--- src/rtl/mantissa_sub_seq.sv ---
// Byte-serial subtractor: computes A - B - borrow one 8-bit slice per cycle,
// least significant slice first, behind a valid/ready handshake on both sides.
module mantissa_sub_seq #(
  parameter int DATA_WIDTH = 32
) (
  input  logic                  i_clk,
  input  logic                  i_rst_n,
  input  logic                  i_valid,
  output logic                  o_ready,
  input  logic [DATA_WIDTH-1:0] i_data_a,
  input  logic [DATA_WIDTH-1:0] i_data_b,
  input  logic                  i_borrow,
  output logic                  o_valid,
  input  logic                  i_ready,
  output logic [DATA_WIDTH-1:0] o_diff,
  output logic                  o_borrow,
  output logic                  o_zero,
  output logic                  o_busy
);

  localparam int NUM_SLICE = DATA_WIDTH / 8;
  localparam int CNT_W     = (NUM_SLICE > 1) ? $clog2(NUM_SLICE) : 1;
  localparam logic [CNT_W-1:0] LAST_SLICE = CNT_W'(NUM_SLICE - 1);

  typedef enum logic [1:0] {
    IDLE = 2'd0,
    CALC = 2'd1,
    DONE = 2'd2
  } state_t;

  // 8-bit carry-lookahead add; every carry is a flat sum of generate/propagate terms.
  function automatic logic [8:0] cla8(input logic [7:0] a, input logic [7:0] b, input logic cin);
    logic [7:0] g;
    logic [7:0] p;
    logic [8:0] c;
    logic       acc;
    logic       pp;
    g    = a & b;
    p    = a ^ b;
    c    = 9'd0;
    c[0] = cin;
    for (int i = 0; i < 8; i++) begin
      acc = g[i];
      pp  = p[i];
      for (int j = i - 1; j >= 0; j--) begin
        acc = acc | (pp & g[j]);
        pp  = pp & p[j];
      end
      c[i+1] = acc | (pp & cin);
    end
    return {c[8], p ^ c[7:0]};
  endfunction

  state_t                r_state;
  state_t                w_next_state;
  logic [CNT_W-1:0]      r_cnt;
  logic [DATA_WIDTH-1:0] r_a;
  logic [DATA_WIDTH-1:0] r_b;
  logic                  r_carry;
  logic [DATA_WIDTH-1:0] r_diff;
  logic                  r_borrow;
  logic                  r_zero;
  logic                  r_valid;
  logic                  r_busy;
  logic                  r_ready;

  logic                  w_accept;
  logic                  w_last;
  logic [CNT_W+2:0]      w_base;
  logic [7:0]            w_a_slice;
  logic [7:0]            w_b_slice;
  logic [8:0]            w_sum;
  logic [DATA_WIDTH-1:0] w_diff_upd;

  // r_ready is only ever set while in IDLE, so it alone qualifies an accept.
  assign w_accept  = i_valid & r_ready;
  assign w_last    = (r_cnt == LAST_SLICE);
  assign w_base    = {r_cnt, 3'b000};
  assign w_a_slice = r_a[w_base +: 8];
  assign w_b_slice = r_b[w_base +: 8];
  assign w_sum     = cla8(w_a_slice, ~w_b_slice, r_carry);

  // Current result with the slice being computed this cycle merged in.
  always_comb begin
    w_diff_upd                = r_diff;
    w_diff_upd[w_base +: 8]   = w_sum[7:0];
  end

  // Next-state decode.
  always_comb begin
    w_next_state = r_state;
    case (r_state)
      IDLE: begin
        if (w_accept) w_next_state = CALC;
        else          w_next_state = IDLE;
      end
      CALC: begin
        if (w_last) w_next_state = DONE;
        else        w_next_state = CALC;
      end
      DONE: begin
        if (i_ready) w_next_state = IDLE;
        else         w_next_state = DONE;
      end
      default: w_next_state = IDLE;
    endcase
  end

  // State register.
  always_ff @(posedge i_clk or negedge i_rst_n) begin
    if (!i_rst_n) r_state <= IDLE;
    else          r_state <= w_next_state;
  end

  // Handshake flags registered from the next state; ready stays low until the first edge out of reset.
  always_ff @(posedge i_clk or negedge i_rst_n) begin
    if (!i_rst_n) begin
      r_valid <= 1'b0;
      r_busy  <= 1'b0;
      r_ready <= 1'b0;
    end else begin
      r_valid <= (w_next_state == DONE);
      r_busy  <= (w_next_state != IDLE);
      r_ready <= (w_next_state == IDLE);
    end
  end

  // Operand capture and slice-serial datapath; results hold until the next accept.
  always_ff @(posedge i_clk or negedge i_rst_n) begin
    if (!i_rst_n) begin
      r_cnt    <= {CNT_W{1'b0}};
      r_a      <= {DATA_WIDTH{1'b0}};
      r_b      <= {DATA_WIDTH{1'b0}};
      r_carry  <= 1'b0;
      r_diff   <= {DATA_WIDTH{1'b0}};
      r_borrow <= 1'b0;
      r_zero   <= 1'b1;
    end else if ((r_state == IDLE) && w_accept) begin
      r_a     <= i_data_a;
      r_b     <= i_data_b;
      r_carry <= ~i_borrow;
      r_cnt   <= {CNT_W{1'b0}};
    end else if (r_state == CALC) begin
      r_diff  <= w_diff_upd;
      r_zero  <= (w_diff_upd == {DATA_WIDTH{1'b0}});
      r_carry <= w_sum[8];
      if (w_last) begin
        r_borrow <= ~w_sum[8];
        r_cnt    <= {CNT_W{1'b0}};
      end else begin
        r_cnt    <= r_cnt + CNT_W'(1);
      end
    end
  end

  assign o_ready  = r_ready;
  assign o_valid  = r_valid;
  assign o_busy   = r_busy;
  assign o_diff   = r_diff;
  assign o_borrow = r_borrow;
  assign o_zero   = r_zero;

endmodule

--- config.mk ---
export PLATFORM = sky130hd
export DESIGN_NAME = mantissa_sub_seq
export DESIGN_NICKNAME = d
export VERILOG_FILES = /design/src/rtl/mantissa_sub_seq.sv
export SDC_FILE = /design/constraint.sdc
export NUM_CORES = 1
export LEC_CHECK = 0
export BUFFER_PORTS_ARGS = -buffer_cell sky130_fd_sc_hd__buf_2
export CORE_ASPECT_RATIO = 0.6
export CORE_UTILIZATION = 55
export CTS_CLUSTER_SIZE = 8
export DETAILED_ROUTE_END_ITERATION = 8
export GPL_ROUTABILITY_DRIVEN = 0
export GPL_TIMING_DRIVEN = 0
export HOLD_SLACK_MARGIN = 0.08
export PLACE_DENSITY_LB_ADDON = 0.05
export SETUP_SLACK_MARGIN = 0.02
export SYNTH_ARGS = -nofsm -noshare
export SYNTH_HDL_FRONTEND = slang
export SYNTH_SLANG_ARGS = --single-unit
--- constraint.sdc ---
create_clock -name i_clk -period 3.6 [get_ports i_clk]
set_input_delay 0.72 -clock i_clk [delete_from_list [all_inputs] [get_ports i_clk]]
set_output_delay 0.72 -clock i_clk [all_outputs]
set_load 0.02 [all_outputs]
-- Yosys cells after proc, flatten, opt, wreduce, memory -nomap -nowiden
Cells that the tools add are included.
- register bits after elaboration: 106
- bits of input ports: 69
- reduce and logical (&&, ||, !) cells: 8
- bitwise operators: 108
- add/subtract/negate cells: 2
- shift-type cells: 4
- multiplexer cells: 10
- eq/ne operators: 4
- operator list (cell ; number):
    bitwise AND 1 bit ; 65
    variable part select 32 x 6 -> 8 bit ; 2
    bitwise OR 1 bit ; 36
    bitwise mux 32 bit ; 1
    zero test 32 bit ; 1
    variable shift 8 x 7 -> 32 bit, first input constant ; 1
    variable part select 8 x 7 -> 32 bit ; 1
    XOR 8 bit ; 2
    two-way mux 2 bit ; 5
    bitwise AND 8 bit ; 1
    inverter 8 bit ; 1
    negator 5 -> 7 bit ; 1
    == test 2 bit, second input constant ; 3
    one-hot mux 2 bit (3 select lines) ; 1
    zero test 2 bit ; 2
    nonzero test 2 bit ; 2
    two-way mux 1 bit ; 3
    inverter 1 bit ; 3
    AND reduction 3 bit ; 1
    adder 2 x 1 -> 2 bit, second input constant ; 1
    == test 2 x 1 -> 1 bit, second input constant ; 1
    AND reduction 2 bit ; 1
    logical AND 1 bit ; 1

-- Longest topological paths before layout
- word-level depth: 15
- depth in mapped cells: 12

-- Worst setup path before layout
OpenSTA, ideal clock, no wires.
- kind: register to register
- start: register r_cnt[0]
- end: register r_carry
- arrival: 2.909 ns
- period minus slack after synthesis: 3.047 ns
- setup slack: 0.553 ns
- required time: 3.462 ns
- library setup time: 0.138 ns
- path buffers: 2
- stages on the path, launching flop included: 11
- cells stage by stage: dfrtp_1 -> clkbuf_1 -> buf_2 -> mux4_2 -> ha_1 -> a211oi_2 -> o21ai_2 -> a31o_1 -> a21o_1 -> a21oi_1 -> o221ai_1
- word-level cells in the longest chain between the ends: 14
- RTL lines (element ; line ; text):
    from (decl) ; 56 ; logic [CNT_W-1:0] r_cnt;
    from (signal assigned) ; 131 ; r_cnt <= {CNT_W{1'b0}};
    from (signal assigned) ; 142 ; r_cnt <= {CNT_W{1'b0}};
    from (signal assigned) ; 149 ; r_cnt <= {CNT_W{1'b0}};
    variable part select 32 x 6 -> 8 bit ; 80 ; assign w_b_slice = r_b[w_base +: 8];
    inverter 8 bit ; 81 ; assign w_sum = cla8(w_a_slice, ~w_b_slice, r_carry);
    XOR 8 bit or bitwise AND 8 bit (tied branches) ; 39, 38 ;
    bitwise AND 1 bit, on equally long branches ; 46, 47 ;
    bitwise OR 1 bit, or another cell as far along (6 in series) ; 46 ; acc = acc | (pp & g[j]);
    bitwise OR 1 bit or bitwise AND 1 bit (tied branches) ; 46, 49 ;
    bitwise OR 1 bit (*) ; 49 ; c[i+1] = acc | (pp & cin);
    two-way mux 1 bit (*) ; 143 ; end else if (r_state == CALC) begin
    two-way mux 1 bit (*) ; 138 ; end else if ((r_state == IDLE) && w_accept) begin
    to (signal assigned) ; 141 ; r_carry <= ~i_borrow;
    to (signal assigned) ; 146 ; r_carry <= w_sum[8];
    to (decl) ; 59 ; logic r_carry;
Every way passes the cells marked *; elsewhere a longest branch is shown, timed or not. The select of a mux whose other input is x is not followed.
A chain may end at the register's enable or synchronous reset.

-- Final worst setup path
- start: register r_cnt[0]
- end: register r_zero, in the netlist o_zero
- word-level cells in the longest chain between the ends: 15
- RTL lines (element ; line ; text):
    variable part select 32 x 6 -> 8 bit ; 80 ;
    inverter 8 bit ; 81 ;
    XOR 8 bit or bitwise AND 8 bit (tied branches) ; 39, 38 ;
    bitwise AND 1 bit, on equally long branches ; 46, 47 ;
    bitwise OR 1 bit, or another cell as far along (5 in series) ; 46 ;
    bitwise OR 1 bit or bitwise AND 1 bit (tied branches) ; 46, 49 ;
    bitwise OR 1 bit ; 49 ;
    XOR 8 bit ; 51 ; return {c[8], p ^ c[7:0]};
    variable part select 8 x 7 -> 32 bit ; 86 ; w_diff_upd[w_base +: 8] = w_sum[7:0];
    bitwise mux 32 bit (*) ; 86 ;
    zero test 32 bit (*) ; 145 ; r_zero <= (w_diff_upd == {DATA_WIDTH{1'b0}});
    to (signal assigned) ; 145 ;
    to (decl) ; 62 ; logic r_zero;
Every way passes the cells marked *; elsewhere a longest branch is shown, timed or not.

==> summary.txt <==
CLOCK NETWORK
----------------------------------------------------------------------------------
Clock root buffer master                                              sky130_fd_sc_hd__clkbuf_16
CTS tree                                                                     built
Clk Latency, worst-skew pair                                               0.35 ns
Sink Count                                                                     106
Number of CTS-inserted buffers                                                   9
Buffers inserted by post-CTS timing repair                                       0
Hold-fix buffers, CTS                                                            0
Number of levels the H-tree was split into                                       3
Clock Pin Slew Worst Setup and Hold Paths                                  0.07 ns
Maximum buffer depth of the clock tree                                           2

DETAILED ROUTING
----------------------------------------------------------------------------------
Total via count in the routed design                                          3668
DR pass1 iterations                                                              5
Sum of routed wire length over all layers                                 12000 um
Starting DRC count in detailed routing                                         215
Count of unresolved DRC violations after routing                                 0
Vias/cell                                                                     5.86
Avg WL per Cell                                                            19.2 um
Number of antenna-violating nets in the routed design                            0

STA
----------------------------------------------------------------------------------
Final setup violation count                                                      0
Setup slack of the critical path after layout                             0.189 ns
Upper clock frequency limit                                                293 MHz
Total Negative Setup Slacks                                                   0 ns
Final hold violation count                                                       0
Setup skew after layout                                                 0.00804 ns
Time the worst path needs with I/O delays and setup                        3.41 ns
Share of the cycle needed by the critical path after routing                 94.7%
Unrepaired setup endpoints after global routing                              false
Number of pins with negative max-slew slack in the final report                  0
Worst hold slack                                                          0.358 ns
Max transition margin                                                        51.1%
Actual slew at the worst max-slew pin                                     0.728 ns

SYNTH
----------------------------------------------------------------------------------
Syn Area/Cell                                                            13.0 um^2
Number of synthesis warnings                                                     0
Summed instance area of the synthesized netlist                          5090 um^2
Fraction of the yosys area taken by sequential cells                         52.2%
Compound-gate portion of the synthesized area                                9.79%
Synthesized Nets                                                               477
Most frequently used flop master after synthesis                      sky130_fd_sc_hd__dfrtp_1
EDFF count, synth                                                                0
Portion of netlist area occupied by mux cells                                22.1%
Async set-or-reset flop fraction in the synthesized netlist                   100%
Share of the synthesized netlist area taken by xor and xnor gates            1.20%
Synthesized netlist cell count                                                 392
Area fraction in and, or, nand and nor cells after synthesis                 7.60%
Largest family of logic cells by synthesized area                     multiplexers
Unique masters post-synth                                                       55
Area share of fa/ha/maj cells after synthesis                                4.08%
#FFs+latches synth                                                             106

FINAL LAYOUT
----------------------------------------------------------------------------------
Net count reported at finish                                                   594
Non-filler instance count after layout                                         626
Share of final-layout standard cells stronger than drive strength 1          45.7%
Synthesis-to-finish area growth                                              21.0%
Number of antenna repair diodes                                                  0

CRITICAL PATH
----------------------------------------------------------------------------------
Critical path class                                                   register to register
Largest driver fanout on the critical path                                      10
Origin of the critical flop-to-flop path                                  r_cnt[0]
Type of element launching the critical path                               register
Type of destination of the critical path                                  register
R2R Setup Slk                                                              0.19 ns
Required time reported for the critical path endpoint                      3.87 ns
Count of cells along the worst register-to-register path                        10
Endpoint arrival time on the critical path                                 3.68 ns
Endpoint of the worst-slack reg-to-reg timing path                          o_zero

JOB
----------------------------------------------------------------------------------
Max Cap Violations                                                               0

FLOORPLANNING
----------------------------------------------------------------------------------
Number of ports placed on the die boundary                                     106
Die area                                                                 9650 um^2
Effective utilization at floorplan                                           58.1%
Vertical extent of the die                                                 76.5 um
Width of the chip                                                           126 um
Standard cell core area                                                  8750 um^2
Standard-cell row count                                                         26

PLACEMENT
----------------------------------------------------------------------------------
Post-DP HPWL                                                               9010 um
IO buf count                                                                   105
Setup slack after placement                                              -0.232 ns
# placed instances                                                             610

GLOBAL ROUTE
----------------------------------------------------------------------------------
Number of global-route vias before repair                                     3770
Pin count of the biggest net entering global routing                            66
Antenna violations before repair                                                 0
Global-route wire length before repair                                    19700 um
Overall global routing resource usage                                        27.3%
Total overflow reported by the global router                                     0

STATUS
----------------------------------------------------------------------------------
Outcome                                                               finished clean

HOLD PATH
----------------------------------------------------------------------------------
Worst hold-check path type                                            primary input to async pin

worst max-delay path, cell delays in order (launching register included):
cell and delay, ns:
sky130_fd_sc_hd__dfrtp_1 0.43, sky130_fd_sc_hd__clkbuf_2 0.25, sky130_fd_sc_hd__buf_4 0.28, sky130_fd_sc_hd__mux4_2 0.56, sky130_fd_sc_hd__ha_1 0.37, sky130_fd_sc_hd__a211oi_4 0.37, sky130_fd_sc_hd__nor2_1 0.10, sky130_fd_sc_hd__xor2_1 0.53
sky130_fd_sc_hd__nor2_1 0.13, sky130_fd_sc_hd__a41oi_2 0.23, sky130_fd_sc_hd__o21ai_2 0.08
logic make-up (layout without fill, tap and decap cells):
logic type	Yosys count	in the layout
flops	106	106
xor+xnor	7	7
mux	84	84
buf+inv	37	159
fa+ha+maj	16	16
simple gates	76	76
compound gates	66	66
how the worst max path moves through the flow:
stage | from | end | slack (ns) | cells after the start
after floorplan | r_cnt[0] | r_carry | 0.55 | 10
after global placement | r_cnt[1] | o_diff[6] | -0.22 | 11
after detailed placement | r_cnt[1] | o_diff[6] | -0.23 | 11
after CTS | r_cnt[1] | r_carry | 0.04 | 10
after global routing | r_cnt[0] | o_zero | 0.004 | 10
final | r_cnt[0] | o_zero | 0.19 | 10
timing repair:
item / 4_1_cts / 5_1_grt
resized for setup: 5 / 4
endpoints found under the setup margin: 12 / 11
cloned: 0 / 0
state kept, by name, summed over array words and instances (netlist names):
signal	cells
o_borrow	1
r_cnt	2
o_valid	1
o_diff	32
r_carry	1
r_b	32
o_ready	1
r_state	2
o_busy	1
o_zero	1
r_a	32
cell usage in the layout, fill, tap and decap left out, types with 4 or more instances in the layout:
| master | n |
|---|---|
| sky130_fd_sc_hd__a21oi_1 | 8 |
| sky130_fd_sc_hd__a22o_1 | 19 |
| sky130_fd_sc_hd__xnor2_1 | 4 |
| sky130_fd_sc_hd__mux2_2 | 66 |
| sky130_fd_sc_hd__ha_1 | 15 |
| sky130_fd_sc_hd__o21ai_0 | 11 |
| sky130_fd_sc_hd__buf_4 | 4 |
| sky130_fd_sc_hd__nor3_1 | 4 |
| sky130_fd_sc_hd__clkbuf_16 | 9 |
| sky130_fd_sc_hd__mux4_2 | 16 |
| sky130_fd_sc_hd__nand2_1 | 31 |
| sky130_fd_sc_hd__dfrtp_1 | 105 |
| sky130_fd_sc_hd__inv_1 | 19 |
| sky130_fd_sc_hd__nor2_1 | 11 |
| sky130_fd_sc_hd__buf_2 | 115 |
| sky130_fd_sc_hd__o21ai_1 | 4 |
| sky130_fd_sc_hd__nor4_1 | 6 |
| sky130_fd_sc_hd__nand3_1 | 5 |
layer usage:
| layer | track usage, % | share of wire, % | vias to the layer above | wire (um) |
|---|---|---|---|---|
| li1 | - | - | 1676 | - |
| met1 | 40.8 | 50 | 1849 | 5980 |
| met2 | 40.8 | 44 | 132 | 5260 |
| met3 | 5.90 | 5.7 | 11 | 680 |
| met4 | 6.75 | 0.85 | 0 | 102 |
| met5 | 0 | 0 | - | 0 |
synthesized netlist by cell type (3+ instances only):
cell type / instances / area share, %
sky130_fd_sc_hd__a21oi_1: 9 / 0.89
sky130_fd_sc_hd__a22o_1: 19 / 3.3
sky130_fd_sc_hd__buf_2: 12 / 1.2
sky130_fd_sc_hd__clkbuf_1: 3 / 0.22
sky130_fd_sc_hd__dfrtp_1: 105 / 52
sky130_fd_sc_hd__ha_1: 15 / 3.7
sky130_fd_sc_hd__inv_1: 19 / 1.4
sky130_fd_sc_hd__mux2_2: 66 / 15
sky130_fd_sc_hd__mux4_2: 16 / 7.1
sky130_fd_sc_hd__nand2_1: 31 / 2.3
sky130_fd_sc_hd__nand2b_1: 3 / 0.37
sky130_fd_sc_hd__nand3_1: 5 / 0.49
sky130_fd_sc_hd__nand4_1: 3 / 0.37
sky130_fd_sc_hd__nor2_1: 11 / 0.81
sky130_fd_sc_hd__nor3_1: 4 / 0.39
sky130_fd_sc_hd__nor4_1: 6 / 0.74
sky130_fd_sc_hd__o21ai_0: 11 / 1.1
sky130_fd_sc_hd__o21ai_1: 4 / 0.39
sky130_fd_sc_hd__xnor2_1: 4 / 0.69
sky130_fd_sc_hd__xor2_1: 3 / 0.52
metrics by stage:
stage	instance area [um^2]	utilization (%)
floorplan	5090	-
detailed placement	5780	66.1
global placement	5750	65.8
finish	6160	70.4
global route	6160	70.4
CTS	6140	70.2
area by class of cell:
class	instances	area [um^2]
multi-input combinational	249	2300
fill	654	2590
inverter	20	75.1
clock inverter	4	98.8
clock buffer	12	246
timing repair buffer	106	556
tap	112	140
buffer	17	91.3
sequential	106	2650
Power is not shown: default switching activity piles up to over one toggle a cycle in this logic, so the estimate is an artifact.
